<file path="src/rtl/id_ctrl_stage.sv">
// ID-stage control decode registered into the ID/EX boundary, with load-use and
// multiplier hazard detection, bubble injection and a multiplier occupancy FSM.
module id_ctrl_stage #(
  parameter int MULT_LAT = 4,
  parameter int REG_AW   = 5
) (
  input  logic              clk,
  input  logic              rst,
  input  logic              id_valid,
  input  logic [5:0]        opin,
  input  logic [5:0]        funcin,
  input  logic [REG_AW-1:0] id_rs,
  input  logic [REG_AW-1:0] id_rt,
  input  logic              ex_memread_i,
  input  logic [REG_AW-1:0] ex_rt_i,
  input  logic              flush,
  output logic              stall,
  output logic              ex_valid,
  output logic              ex_isBranch,
  output logic              ex_MemtoReg,
  output logic              ex_RegWrite,
  output logic              ex_MemRead,
  output logic              ex_MemWrite,
  output logic              ex_ALUSrc,
  output logic              ex_RegDst,
  output logic              ex_isj,
  output logic              ex_NotSht,
  output logic              ex_isMult,
  output logic              ex_isAcc,
  output logic [5:0]        ex_op,
  output logic [5:0]        ex_func,
  output logic              illegal,
  output logic              mult_busy
);

  typedef struct packed {
    logic is_branch;
    logic mem_to_reg;
    logic reg_write;
    logic mem_read;
    logic mem_write;
    logic alu_src;
    logic reg_dst;
    logic is_j;
    logic not_sht;
    logic is_mult;
    logic is_acc;
  } ctrl_t;

  typedef enum logic {S_IDLE, S_BUSY} mstate_t;

  localparam logic [3:0] LAT_M1 = 4'(MULT_LAT - 1);

  ctrl_t       ctrl_d, ctrl_q;
  logic        illegal_d, illegal_q;
  logic        ex_valid_q;
  logic [5:0]  ex_op_q, ex_func_q;
  logic        load_use, mult_haz, issue;
  mstate_t     state_q, state_d;
  logic [3:0]  mult_cnt_q, mult_cnt_d;

  // Combinational decode; anything unrecognised decodes as nop and is flagged.
  always_comb begin
    ctrl_d    = '0;
    illegal_d = 1'b0;
    case (opin)
      6'd0: begin
        case (funcin)
          6'd0: ;
          6'd2: begin
            ctrl_d.alu_src   = 1'b1;
            ctrl_d.reg_write = 1'b1;
          end
          6'd25: begin
            ctrl_d.alu_src = 1'b1;
            ctrl_d.is_mult = 1'b1;
            ctrl_d.not_sht = 1'b1;
          end
          default: begin
            ctrl_d.alu_src   = 1'b1;
            ctrl_d.reg_write = 1'b1;
            ctrl_d.not_sht   = 1'b1;
          end
        endcase
      end
      6'd2: begin
        ctrl_d.is_j    = 1'b1;
        ctrl_d.not_sht = 1'b1;
      end
      6'd4: begin
        ctrl_d.alu_src   = 1'b1;
        ctrl_d.is_branch = 1'b1;
        ctrl_d.not_sht   = 1'b1;
      end
      6'd9: begin
        ctrl_d.reg_write = 1'b1;
        ctrl_d.not_sht   = 1'b1;
      end
      6'd35: begin
        ctrl_d.reg_dst    = 1'b1;
        ctrl_d.mem_read   = 1'b1;
        ctrl_d.mem_to_reg = 1'b1;
        ctrl_d.reg_write  = 1'b1;
        ctrl_d.not_sht    = 1'b1;
      end
      6'd43: begin
        ctrl_d.mem_write = 1'b1;
        ctrl_d.not_sht   = 1'b1;
      end
      6'd28: begin
        ctrl_d.alu_src = 1'b1;
        ctrl_d.is_mult = 1'b1;
        ctrl_d.is_acc  = 1'b1;
        ctrl_d.not_sht = 1'b1;
      end
      default: illegal_d = 1'b1;
    endcase
  end

  assign load_use = ex_memread_i & ex_valid_q & id_valid & (ex_rt_i != '0) &
                    ((ex_rt_i == id_rs) | (ex_rt_i == id_rt));
  assign mult_haz = id_valid & ctrl_d.is_mult & (mult_cnt_q != 4'd0);
  assign stall    = (load_use | mult_haz) & ~flush & ~rst;
  assign issue    = id_valid & ~flush & ~stall;

  // ID/EX register: anything not issued becomes an all-zero bubble.
  always_ff @(posedge clk) begin
    if (rst || !issue) begin
      ctrl_q     <= '0;
      illegal_q  <= 1'b0;
      ex_valid_q <= 1'b0;
      ex_op_q    <= '0;
      ex_func_q  <= '0;
    end else begin
      ctrl_q     <= ctrl_d;
      illegal_q  <= illegal_d;
      ex_valid_q <= 1'b1;
      ex_op_q    <= opin;
      ex_func_q  <= funcin;
    end
  end

  always_ff @(posedge clk) begin
    if (rst) begin
      state_q    <= S_IDLE;
      mult_cnt_q <= 4'd0;
    end else begin
      state_q    <= state_d;
      mult_cnt_q <= mult_cnt_d;
    end
  end

  // Busy countdown keeps running through stall and flush.
  always_comb begin
    state_d    = state_q;
    mult_cnt_d = mult_cnt_q;
    case (state_q)
      S_IDLE: begin
        if (issue && ctrl_d.is_mult && (LAT_M1 != 4'd0)) begin
          state_d    = S_BUSY;
          mult_cnt_d = LAT_M1;
        end
      end
      S_BUSY: begin
        mult_cnt_d = mult_cnt_q - 4'd1;
        if (mult_cnt_q <= 4'd1) state_d = S_IDLE;
      end
      default: begin
        state_d    = S_IDLE;
        mult_cnt_d = 4'd0;
      end
    endcase
  end

  always_comb begin
    mult_busy = (mult_cnt_q != 4'd0);
  end

  assign ex_valid    = ex_valid_q;
  assign illegal     = illegal_q;
  assign ex_op       = ex_op_q;
  assign ex_func     = ex_func_q;
  assign ex_isBranch = ctrl_q.is_branch;
  assign ex_MemtoReg = ctrl_q.mem_to_reg;
  assign ex_RegWrite = ctrl_q.reg_write;
  assign ex_MemRead  = ctrl_q.mem_read;
  assign ex_MemWrite = ctrl_q.mem_write;
  assign ex_ALUSrc   = ctrl_q.alu_src;
  assign ex_RegDst   = ctrl_q.reg_dst;
  assign ex_isj      = ctrl_q.is_j;
  assign ex_NotSht   = ctrl_q.not_sht;
  assign ex_isMult   = ctrl_q.is_mult;
  assign ex_isAcc    = ctrl_q.is_acc;

endmodule
</file>
<file path="config.mk">
export PLATFORM = sky130hd
export DESIGN_NAME = id_ctrl_stage
export DESIGN_NICKNAME = d
export VERILOG_FILES = /design/src/rtl/id_ctrl_stage.sv
export SDC_FILE = /design/constraint.sdc
export NUM_CORES = 1
export LEC_CHECK = 0
export BUFFER_PORTS_ARGS = -buffer_cell sky130_fd_sc_hd__buf_2
export CAP_MARGIN = 10
export CORE_MARGIN = 4
export CORE_UTILIZATION = 41
export CTS_CLUSTER_SIZE = 14
export DETAILED_ROUTE_END_ITERATION = 10
export HOLD_SLACK_MARGIN = 0.12
export PLACE_DENSITY = 0.82
export RECOVER_POWER = 25
export SETUP_SLACK_MARGIN = 0.2
export SLEW_MARGIN = 30
export SYNTH_ARGS = -nofsm -noshare
export SYNTH_HDL_FRONTEND = slang
export SYNTH_SLANG_ARGS = --single-unit
</file>
<file path="constraint.sdc">
create_clock -name clk -period 1.6 [get_ports clk]
set_clock_uncertainty 0.05 [all_clocks]
set_input_delay 0.16 -clock clk [delete_from_list [all_inputs] [get_ports clk]]
set_output_delay 0.16 -clock clk [all_outputs]
set_load 0.01 [all_outputs]
</file>
==> run summary <==
Register Area = 563 um^2
Power per cell area = 666 mW/mm^2
Clock network power share = 31.8%
DRT iter0 DRCs = 48
Worst Hold Depth = 3
Failing checks = negative setup slack
R2R Setup Slk = -340 ps
Mean Syn Cell Area = 9.63 um^2
Die X = 64.3 um
DRC = 0
Clock root buffer = clkbuf_4
CORE AREA = 0.00305 mm^2
Worst Tran Pin Value = 345 ps
Register area share after synthesis = 43.1%
Synth cell types = 48
WHS = 151 ps
Largest area contributor in the netlist = dfxtp_1
Final antenna-violating net count = 0
Min-delay worst type = in -> reg
H-Tree Depth = 1
Drt total wl = 4.25 mm
Maxcap violations = 0
Post-synth EDFFs = 0
Antenna diode count = 0
Area of the multi-input gates = 802 um^2
Post-Synthesis Cells = 135
Initial Utilization = 42.6%
Compound-gate portion of the synthesized area = 11.9%
Cell row count = 20
Clock transition at the registers of the reported paths = 150 ps
Synth Area in XOR/XNOR = 8.76%
Mux contribution to synthesized area = 0%
Slew margin rel. = 76.7%
Unrepaired setup endpoints after global routing = yes
Wire per inst = 15.4 um
Die height = 64.3 um
Outcome = finished, violations left
First-pass DRT Iterations = 6
Global-route wire length before repair = 6.10 mm
# setup viols final = 26
Comb power frac = 18.8%
Mapped Nets = 169
Util after Layout = 70.9%
Final worst path period need = 1940 ps
Final Wtd Congestion = 0.734
Area Growth Syn to Fin = 66.6%
Port-buffer cells = 58
Most common cell in the netlist = dfxtp_1
R2R depth = 9
Flop pwr share = 49.4%
Nets = 267
Synth top area share = 43.1%
Crit Path Category = reg -> reg
Initial antenna violation count = 0
Register bit count reported by yosys = 28
Startpoint class of the critical path = flop
Largest net degree at the start of global routing = 19
Die area = 0.00414 mm^2
Clock tree sinks = 28
Fraction of registers with async set/reset = 0%
Sw Share = 23.2%
Worst-Skew Late Latency = 320 ps
Vias per Instance = 5.13
Pins Over Slew Limit = 0
Total internal power = 0.00111 W
Final setup margin = -336 ps
Post-Synth Adder-Cell Area = 1.92%
Vias in the first global route = 1362
Mapped Area = 0.00130 mm^2
Crit path max fanout = 5
Top area cells in the synthesized netlist = dfxtp_1, xnor2_1, and2_1
Psw = 0.000334 W
TritonCTS Buffers = 3
Final hold vios = 0
Bufs on Longest Clock Path = 2
Commonest cells in the netlist = dfxtp_1, and2_1, xnor2_1
Fillers = 228
R2r endpoint = ex_func[3]$_SDFF_PP0_
GRT overflow = 0
Leak = 0.965 nW
Hold wc startpoint = opin[4]
Reg2reg start = mult_cnt_q[0]$_SDFFE_PP0P_
Max Freq = 0.517 GHz
I/O pin cnt = 59
Peak supply drop = 0.294 mV
Place WS = -200 ps
CTS tree = built
Post-DP HPWL = 2.46 mm
Largest family of logic cells by synthesized area = simple AND/OR/NAND/NOR gates
Fin crit share = 121%
Post-Synth Simple-Gate Area = 29.7%
Hold Path Sink = ex_isBranch$_SDFF_PP0_
Synth Flop Type = dfxtp_1
Layout cell share with drive strength beyond 1 = 47.8%
YS warnings = 0
GR Util All Layers = 18.5%
Vias = 1417
CP arrival = 2160 ps
Crit. End Element = flop
Worst endpoint required time = 1830 ps
[cell families (layout without fill, tap and decap cells)]
kind of cell,count (synthesis),in the layout
AOI/OAI and AO/OA,18,18
and+or+nand+nor,63,63
DFF,28,28
buffers and inverters,11,108
adders and majority gates,2,2
xor gates and xnor gates,13,13
[metrics by stage]
step | instances | setup TNS, ps | total power [W] | cell area, um^2
after global placement | 249 | -3110 | 0.000930 | 1790
after floorplan | 135 | -1100 | 0.000829 | 1340
after CTS | 270 | -5490 | 0.00142 | 2060
after global routing | 276 | -8880 | 0.00150 | 2170
after detailed placement | 249 | -3320 | 0.000933 | 1790
final | 276 | -7280 | 0.00144 | 2170
[power by group through the flow]
stage	Clock, W	Combinational, W	Sequential (W)
after detailed placement	0	0.000206	0.000728
after floorplan	0	0.0000948	0.000735
after global placement	0	0.000202	0.000728
after CTS	0.000470	0.000240	0.000713
after global routing	0.000496	0.000293	0.000715
final	0.000459	0.000270	0.000713
[repair_timing]
action / CTS / global route
cloned: 0 / 3
pin swaps: 2 / 0
buffers inserted: 5 / 3
setup endpoints to repair: 28 / 28
gates resized for setup: 10 / 8
hold endpoints to repair: 16 / 0
hold buffers: 12 / 0
[worst max path at each step]
stage	to	startpoint	slack [ps]
floorplan	ex_RegWrite$_SDFF_PP0_	mult_cnt_q[1]$_SDFFE_PP0P_	-90
global placement	ex_isBranch$_SDFF_PP0_	ex_rt_i[2]	-190
detailed placement	ex_isBranch$_SDFF_PP0_	ex_rt_i[2]	-200
CTS	stall	mult_cnt_q[0]$_SDFFE_PP0P_	-330
global route	mult_cnt_q[1]$_SDFFE_PP0P_	mult_cnt_q[0]$_SDFFE_PP0P_	-410
finish	ex_func[3]$_SDFF_PP0_	mult_cnt_q[0]$_SDFFE_PP0P_	-340
[worst max-delay path, stage by stage (launching register included)]
cell       delay (ps)
dfxtp_2           350
inv_2              70
ha_4              130
or3b_4            370
and3_4            170
buf_4             140
a211oi_4          150
buf_6             180
clkbuf_16         140
and2_4            120
[layout by cell type (no fill, tap or decap), drive strengths merged, types with 3 or more instances in the layout]
master       Yosys  routed
nor4b            3       3
o31ai            3       3
nor2            10      10
nor3b            4       4
clkbuf           1      12
buf              5      78
xnor2           12      12
dlygate4sd3      0      12
dfxtp           28      28
nand2            7       7
inv              5       5
and2            12      12
and3             5       5
nand3            3       3
[sequential cells by signal, summed over array words and instances (netlist names)]
signal       cells
state_q          1
ex_RegWrite      1
ex_ALUSrc        1
ex_RegDst        1
ex_isBranch      1
ex_func          6
ex_isMult        1
ex_op            6
ex_valid         1
ex_isj           1
ex_MemWrite      1
ex_isAcc         1
ex_NotSht        1
mult_cnt_q       4
illegal          1
[layer usage]
| metal | share of wire [%] | wire length [um] | vias to the layer above | global-route usage [%] |
|---|---|---|---|---|
| li1 | - | - | 669 | - |
| met1 | 40 | 1700 | 658 | 22.1 |
| met2 | 49 | 2090 | 72 | 33.2 |
| met3 | 7.2 | 305 | 18 | 2.81 |
| met4 | 3.6 | 154 | 0 | 6.33 |
| met5 | 0 | 0 | - | 0 |
[final cells by class]
class | instances | area share (%)
well taps | 44 | 2.54
repair buffers | 99 | 31.1
clock inverters | 1 | 1.39
flip-flops and latches | 28 | 26.0
multi-input cells | 96 | 37.0
inverters | 5 | 0.867
clock buffers | 3 | 1.04
Power figures use the tool's default switching activity.
